--- config.mk ---
export PLATFORM = sky130hd
export DESIGN_NAME = complex_divider
export DESIGN_NICKNAME = d
export VERILOG_FILES = /design/src/rtl/complex_divider.sv
export SDC_FILE = /design/constraint.sdc
export NUM_CORES = 2
export LEC_CHECK = 0
export CORE_AREA = 4 4 340 342
export DETAILED_ROUTE_END_ITERATION = 16
export DIE_AREA = 0 0 344 346
export GPL_ROUTABILITY_DRIVEN = 0
export SETUP_SLACK_MARGIN = 0.4
export SLEW_MARGIN = 20
export SYNTH_ARGS = -nofsm -noshare
export SYNTH_HDL_FRONTEND = slang
export SYNTH_SLANG_ARGS = --single-unit
--- constraint.sdc ---
create_clock -name clk -period 8.4 [get_ports clk]
set_input_delay 1.68 -clock clk [delete_from_list [all_inputs] [get_ports clk]]
set_output_delay 1.68 -clock clk [all_outputs]
set_load 0.05 [all_outputs]
--- src/rtl/complex_divider.sv ---
// Sequential Q4.8 complex divider (a+jb)/(c+jd) with valid/ready handshakes.
// Both quotient components share one 32-step restoring division schedule.
module complex_divider (
    input  logic               clk,
    input  logic               rst_n,
    input  logic               in_valid,
    output logic               in_ready,
    input  logic signed [11:0] r_dividend,
    input  logic signed [11:0] i_dividend,
    input  logic signed [11:0] r_divisor,
    input  logic signed [11:0] i_divisor,
    output logic               out_valid,
    input  logic               out_ready,
    output logic signed [11:0] r_quotient,
    output logic signed [11:0] i_quotient,
    output logic               out_sat,
    output logic               out_dbz
);

    typedef enum logic [1:0] {
        IDLE = 2'd0,
        MULT = 2'd1,
        DIV  = 2'd2,
        DONE = 2'd3
    } state_t;

    state_t state;
    state_t state_nxt;

    logic signed [11:0] a;
    logic signed [11:0] b;
    logic signed [11:0] c;
    logic signed [11:0] d;

    logic [31:0] r_dvd;
    logic [31:0] i_dvd;
    logic [25:0] r_rem;
    logic [25:0] i_rem;
    logic [31:0] r_q;
    logic [31:0] i_q;
    logic [24:0] den;
    logic        r_neg;
    logic        i_neg;
    logic [4:0]  cnt;

    // Sign-extend to the product width so the multiplies are full precision
    logic signed [24:0] a_x;
    logic signed [24:0] b_x;
    logic signed [24:0] c_x;
    logic signed [24:0] d_x;
    logic signed [24:0] nr;
    logic signed [24:0] ni;
    logic signed [24:0] dd;
    logic signed [24:0] nr_abs;
    logic signed [24:0] ni_abs;

    assign a_x = {{13{a[11]}}, a};
    assign b_x = {{13{b[11]}}, b};
    assign c_x = {{13{c[11]}}, c};
    assign d_x = {{13{d[11]}}, d};

    assign nr     = a_x * c_x + b_x * d_x;
    assign ni     = b_x * c_x - a_x * d_x;
    assign dd     = c_x * c_x + d_x * d_x;
    assign nr_abs = nr[24] ? -nr : nr;
    assign ni_abs = ni[24] ? -ni : ni;

    logic [25:0] r_shift;
    logic [25:0] i_shift;
    logic [25:0] den_x;
    logic        r_ge;
    logic        i_ge;
    logic [25:0] r_rem_nxt;
    logic [25:0] i_rem_nxt;
    logic [31:0] r_q_nxt;
    logic [31:0] i_q_nxt;

    assign den_x     = {1'b0, den};
    assign r_shift   = {r_rem[24:0], r_dvd[31]};
    assign i_shift   = {i_rem[24:0], i_dvd[31]};
    assign r_ge      = r_shift >= den_x;
    assign i_ge      = i_shift >= den_x;
    assign r_rem_nxt = r_ge ? r_shift - den_x : r_shift;
    assign i_rem_nxt = i_ge ? i_shift - den_x : i_shift;
    assign r_q_nxt   = {r_q[30:0], r_ge};
    assign i_q_nxt   = {i_q[30:0], i_ge};

    // Returns {clipped, value}; negative side reaches -2048 unclipped
    function automatic logic [12:0] clip(input logic [31:0] mag,
                                         input logic        neg);
        logic [11:0] m;
        m = mag[11:0];
        if (neg) begin
            if (mag > 32'd2048) return {1'b1, 12'h800};
            return {1'b0, ~m + 12'd1};
        end
        if (mag > 32'd2047) return {1'b1, 12'h7FF};
        return {1'b0, m};
    endfunction

    logic [12:0] r_fin;
    logic [12:0] i_fin;
    logic        dbz;

    assign r_fin = clip(r_q_nxt, r_neg);
    assign i_fin = clip(i_q_nxt, i_neg);
    assign dbz   = (den == 25'd0);

    always_ff @(posedge clk or negedge rst_n) begin
        if (!rst_n) state <= IDLE;
        else        state <= state_nxt;
    end

    always_comb begin
        state_nxt = state;
        unique case (state)
            IDLE: if (in_valid) state_nxt = MULT;
            MULT: state_nxt = DIV;
            DIV:  if (cnt == 5'd31) state_nxt = DONE;
            DONE: if (out_ready) state_nxt = IDLE;
            default: state_nxt = IDLE;
        endcase
    end

    always_comb begin
        in_ready  = (state == IDLE);
        out_valid = (state == DONE);
    end

    always_ff @(posedge clk or negedge rst_n) begin
        if (!rst_n) begin
            a          <= '0;
            b          <= '0;
            c          <= '0;
            d          <= '0;
            r_dvd      <= '0;
            i_dvd      <= '0;
            r_rem      <= '0;
            i_rem      <= '0;
            r_q        <= '0;
            i_q        <= '0;
            den        <= '0;
            r_neg      <= 1'b0;
            i_neg      <= 1'b0;
            cnt        <= '0;
            r_quotient <= '0;
            i_quotient <= '0;
            out_sat    <= 1'b0;
            out_dbz    <= 1'b0;
        end else begin
            unique case (state)
                IDLE: begin
                    if (in_valid) begin
                        a <= r_dividend;
                        b <= i_dividend;
                        c <= r_divisor;
                        d <= i_divisor;
                    end
                end
                MULT: begin
                    r_dvd <= {nr_abs[23:0], 8'd0};
                    i_dvd <= {ni_abs[23:0], 8'd0};
                    den   <= dd;
                    r_neg <= nr[24];
                    i_neg <= ni[24];
                    r_rem <= '0;
                    i_rem <= '0;
                    r_q   <= '0;
                    i_q   <= '0;
                    cnt   <= '0;
                end
                DIV: begin
                    r_dvd <= {r_dvd[30:0], 1'b0};
                    i_dvd <= {i_dvd[30:0], 1'b0};
                    r_rem <= r_rem_nxt;
                    i_rem <= i_rem_nxt;
                    r_q   <= r_q_nxt;
                    i_q   <= i_q_nxt;
                    cnt   <= cnt + 5'd1;
                    if (cnt == 5'd31) begin
                        // Zero divisor still takes the full schedule
                        if (dbz) begin
                            r_quotient <= '0;
                            i_quotient <= '0;
                            out_sat    <= 1'b0;
                            out_dbz    <= 1'b1;
                        end else begin
                            r_quotient <= r_fin[11:0];
                            i_quotient <= i_fin[11:0];
                            out_sat    <= r_fin[12] | i_fin[12];
                            out_dbz    <= 1'b0;
                        end
                    end
                end
                DONE: begin
                end
                default: begin
                end
            endcase
        end
    end

endmodule
Word level (Yosys, flattened, before mapping)
Index checks and enable logic that the tools add are counted.
{"block": "totals", "out_inout_bits": 28, "elab_cells": 98, "reg_bits": 284, "in_bits": 52}
{"block": "classes", "bitwise_logic": 3, "mul": 6, "add_sub_neg": 10, "n_eq_ne": 7, "n_lt_le_gt_ge": 6, "n_reduce_logical": 6, "mux": 41}
{"cell": "$mux 13", "n": 12}
{"cell": "$mul 12x12->24", "n": 6}
{"cell": "$pmux 32 s2", "n": 2}
{"cell": "$pmux 31 s2", "n": 2}
{"cell": "$pmux 25 s2", "n": 2}
{"cell": "$gt 32x11->1 const B", "n": 2}
{"cell": "$gt 32x12->1 const B", "n": 2}
{"cell": "$ge 26x25->1", "n": 2}
{"cell": "$add 24x24->25", "n": 2}
{"cell": "$mux 25", "n": 2}
{"cell": "$sub 25x25->25", "n": 2}
{"cell": "$mux 24", "n": 2}
{"cell": "$neg 24->24", "n": 2}
{"cell": "$logic_not 25->1", "n": 1}
{"cell": "$sub 24x24->25", "n": 1}
{"cell": "$add 12x1->12 const B", "n": 2}
{"cell": "$mux 12", "n": 2}
{"cell": "$not 12->12", "n": 2}
{"cell": "$mux 1", "n": 12}
{"cell": "$pmux 5 s2", "n": 1}
{"cell": "$pmux 2 s4", "n": 1}
{"cell": "$mux 2", "n": 3}
{"cell": "$add 5x1->5 const B", "n": 1}
{"cell": "$eq 5x5->1 const B", "n": 1}
{"cell": "9 further kinds", "n": 12}

Longest topological paths before layout
{"block": "depth", "ltp_word": 11, "ltp_mapped": 31, "mapped_depth_nobuf": 27}

Worst setup path after synthesis
Ideal clock, no wire load.
{"block": "synth_path", "path_kind": "register -> register", "startpoint": "register a[11]", "endpoint": "register i_dvd[31]", "path_stages_with_launch": 26, "required_time_ns": 8.268, "setup_ns": 0.132, "arrival_ns": 7.762, "slack_ns": 0.506, "period_less_slack_ns": 7.894, "path_buffers": 3, "path_cell_list": "dfrtp_1 -> clkbuf_1 -> clkbuf_1 -> nand2_1 -> inv_1 -> fa_1 -> inv_1 -> fa_1 -> fa_1 -> fa_1 -> fa_1 -> fa_1 -> inv_1 -> fa_1 -> inv_1 -> ha_1 -> clkbuf_1 -> nand3_1 -> o41ai_1 -> a221oi_1 -> xnor2_1 -> or4b_4 -> o41ai_2 -> xor2_1 -> nor3_1 -> or3b_1"}
{"block": "synth_between", "elab_chain_len": 5}
{"element": "start: declaration", "line": "30", "source": "logic signed [11:0] a;"}
{"element": "start signal: assignment", "line": "154", "source": "a <= r_dividend;"}
{"element": "$mul 12x12->24 (*)", "line": "63", "source": "assign ni = b_x * c_x - a_x * d_x;"}
{"element": "$sub 24x24->25 (*)", "line": "63"}
{"element": "$neg 24->24", "line": "66", "source": "assign ni_abs = ni[24] ? -ni : ni;"}
{"element": "$mux 24 (*)", "line": "66"}
{"element": "$pmux 32 s2 (*)", "line": "151", "source": "unique case (state)"}
{"element": "end signal: assignment", "line": "162", "source": "i_dvd <= {ni_abs[23:0], 8'd0};"}
{"element": "end signal: assignment", "line": "174", "source": "i_dvd <= {i_dvd[30:0], 1'b0};"}
{"element": "end: declaration", "line": "36", "source": "logic [31:0] i_dvd;"}
Mark *: on every way between the ends. The rest lies on a longest branch, timed or not. The select of a mux whose other input is x is not followed.
A chain may end at the register's enable or synchronous reset.

Worst setup path in the final report
{"block": "layout_path", "startpoint": "register a[7]", "endpoint": "register i_dvd[31]"}
The elaborated chain is that of the path after synthesis.

==> out/metrics.csv <==
metric,value,unit
die_area,119000,um^2
critPathCaptureType,register,
grt_pass1_wl,206,mm
clockRootBuffer,clkbuf_16,
top_usage_layer,met2,
ys_ff_latch,268,
max-cap-violations,0,
ys.flop_type,dfrtp_1,
drc,0,
routed_wl,127,mm
async_flop_share,1.00,
nNetsFinal,6547,
grt_max_degree,121,
h-tree-depth,2,
die_h,346,um
syn_to_final_growth,10.0,%
critical_path.max_fanout,8,
dp_cells,6623,
cts_buffers,36,
overflow,0,
grt_use_met2,0.357,
ys_seq_area_frac,0.139,
dr.pass1.iters,9,
avgRoutedWirePerCell,18.9,um
clk_pin_slew,0.06,ns
path_cells,nand2_1 -> fa_1 -> inv_1 -> fa_1 -> inv_1 -> fa_1 -> fa_1 -> fa_1 -> inv_1 -> fa_1 -> fa_1 -> inv_1 -> ha_1 -> or4_1 -> o21a_2 -> a21oi_1 -> xnor2_1 -> nor4_2 -> or4b_4 -> o41ai_4 -> xor2_1 -> nor3_1 -> or3b_1,
postLayoutCoreUtil,0.473,
worst_slew_pin_slew,1.12,ns
cp.required,8.84,ns
rsz0062_at_grt,yes,
crit_start,a[7],
grt_usage,0.219,
syn_inst,5140,
syn_area_per_cell,9.39,um^2
synthesis.nets,6487,
dp_hpwl,101,mm
nFillCells,10800,
slowest_delay,0.54,ns
cts.sinks,268,
synth_top_area_cell,fa_1,
routed_via_density,5.16,
setup_violations,0,
met1_usage,0.313,
pin_count,80,
initial_utilization,0.429,
clockBufferDepth,3,
fin_crit,7.97,ns
start_kind,register,
post-route-period-util,0.949,
die_x,344,um
portBuffers,79,
vias,34700,
fmax,125,MHz
rows,123,
regArea,6770,um^2
slowest_stage,fa_1,
cp_top_family,adder cells,
worstSetupPathType,register to register,
hp-class,register to register,
r2r-start,a[7],
grtUsageMet3,0.0281,
max_slew_margin,0.250,
status,completed,
finClkSkew,0.0267,ns
synthDistinctLibCells,78,
crit_top_cell,fa_1,
core_area,112000,um^2
drv_slew,0,
drive_gt1_frac,0.0760,
grt_pass1_vias,37100,
synth_top_area_frac,0.392,
antenna_found_initial,2,
synthTopCellsByArea,"fa_1 39%, dfrtp_1 14%, ha_1 9.1%",
tns,0,ns
hold_viol,0,
drtIter0Drc,2122,
synth_area,48200,um^2
antenna_left,0,
final_cell_count_no_fill,6728,
ys_warn_count,0,
path_buf_inv,4,
hp-start,r_quotient[5],
synth_edf_count,0,
multi_input_area,36700,um^2
tritoncts,built,
worstSkewPairLatency,0.59,ns
arrival,8.41,ns
[logic make-up (layout without fill, tap and decap cells)]
| family | Yosys count | count (layout) | synth area share |
|---|---|---|---|
| AO/OA/AOI/OAI | 626 | 627 | 0.0832 |
| XOR/XNOR | 181 | 181 | 0.0331 |
| adder cells (fa/ha/maj) | 1295 | 1295 | 0.483 |
| buffers and inverters | 1367 | 1452 | 0.106 |
| flip-flops | 268 | 268 | 0.139 |
| multiplexers | 91 | 91 | 0.0206 |
| other | 0 | 2 | 0 |
| AND/OR/NAND/NOR | 1312 | 1312 | 0.135 |
[state kept, by name, summed over array words and instances, names as in the netlist, 24 cells and up]
signal,count
r_q,31
i_q,31
r_dvd,24
i_dvd,24
r_rem,25
i_rem,25
den,25
[timing repair]
action	4_1_cts	5_1_grt
cloned	0	4
gates resized for setup	22	70
hold buffers	0	0
pin swaps	0	15
endpoints found under the setup margin	10	45
setup buffers	0	35
[routing by layer]
layer / routed length [um] / vias up / share of wire
li1: - / 16000 / -
met1: 57500 / 17800 / 0.45
met2: 60000 / 805 / 0.47
met3: 6140 / 132 / 0.048
met4: 3250 / 0 / 0.026
met5: 0 / - / 0
[per-stage QoR]
step | cell area (um^2) | worst slack, ns | hold slack, ns
after floorplan | 48200 | 0.506 | 0.444
after global placement | 51200 | 0.263 | 0.456
after detailed placement | 51200 | 0.216 | 0.461
after CTS | 52500 | 0.393 | 0.474
after global routing | 53100 | 0.161 | 0.496
final | 53100 | 0.428 | 0.470
[worst min-delay path: cells and delay by family, from the launching register on]
family | cells | cell delay [ns]
flip-flops | 1 | 0.34
AND/OR/NAND/NOR | 2 | 0.10
[path summary, 6_finish.rpt]
| path | to | slack (ns) | cells after the start |
|---|---|---|---|
| setup / recovery | i_dvd[31] | 0.43 | 23 |
| hold / removal | r_quotient[5] | 0.47 | 2 |
| setup reg to reg | i_dvd[31] | 0.43 | 23 |
| hold reg to reg | r_quotient[5] | 0.47 | 2 |
| max in group asynchronous | c[4] | 5.95 | 2 |
| min in group asynchronous | r_rem[20] | 1.19 | 1 |
[cells in the mapped netlist, types with 5 or more instances]
library cell / number
a2111oi_0: 5
a211oi_1: 21
a21boi_0: 9
a21o_1: 48
a21oi_1: 126
a22o_1: 24
a31oi_1: 24
a32oi_1: 7
and2_1: 357
and3_1: 10
buf_1: 13
clkbuf_1: 218
dfrtp_1: 268
fa_1: 944
ha_1: 351
inv_1: 1131
mux2_2: 67
mux2i_1: 24
nand2_1: 448
nand2b_1: 40
nand3_1: 103
nand4_1: 28
nor2_1: 175
nor2b_1: 22
nor3_1: 50
nor3b_1: 8
nor4_1: 27
o211ai_1: 6
o21a_1: 17
o21ai_0: 214
o21bai_1: 14
o221ai_1: 8
o2bb2ai_1: 28
o31a_1: 8
o31ai_1: 8
o41ai_1: 5
or2_2: 8
or3_1: 15
or4_1: 6
xnor2_1: 131
xor2_1: 49
[layout by cell type (no fill, tap or decap), types with 25 or more instances in the layout]
cell type	count
a21o_1	48
a21oi_1	121
and2_1	357
buf_4	147
clkbuf_16	38
clkdlybuf4s50_1	78
dfrtp_1	232
dfrtp_2	30
fa_1	938
ha_1	346
inv_1	1128
mux2_2	67
nand2_1	446
nand2b_1	40
nand3_1	103
nand4_1	28
nor2_1	172
nor3_1	49
nor4_1	25
o21ai_0	212
o2bb2ai_1	28
xnor2_1	127
xor2_1	47
[layout make-up]
type	count	area share
sequential	268	0.127
timing repair buffer	253	0.0432
clock inverter	17	0.00422
tap	1500	0.0353
inverter	1135	0.0804
antenna	2	0.0000943
multi-input combinational	3506	0.690
clock buffer	47	0.0189
Power is left out: the tool's default activity adds up to more than one toggle a clock period on the data nets, which glitch-free logic cannot reach.
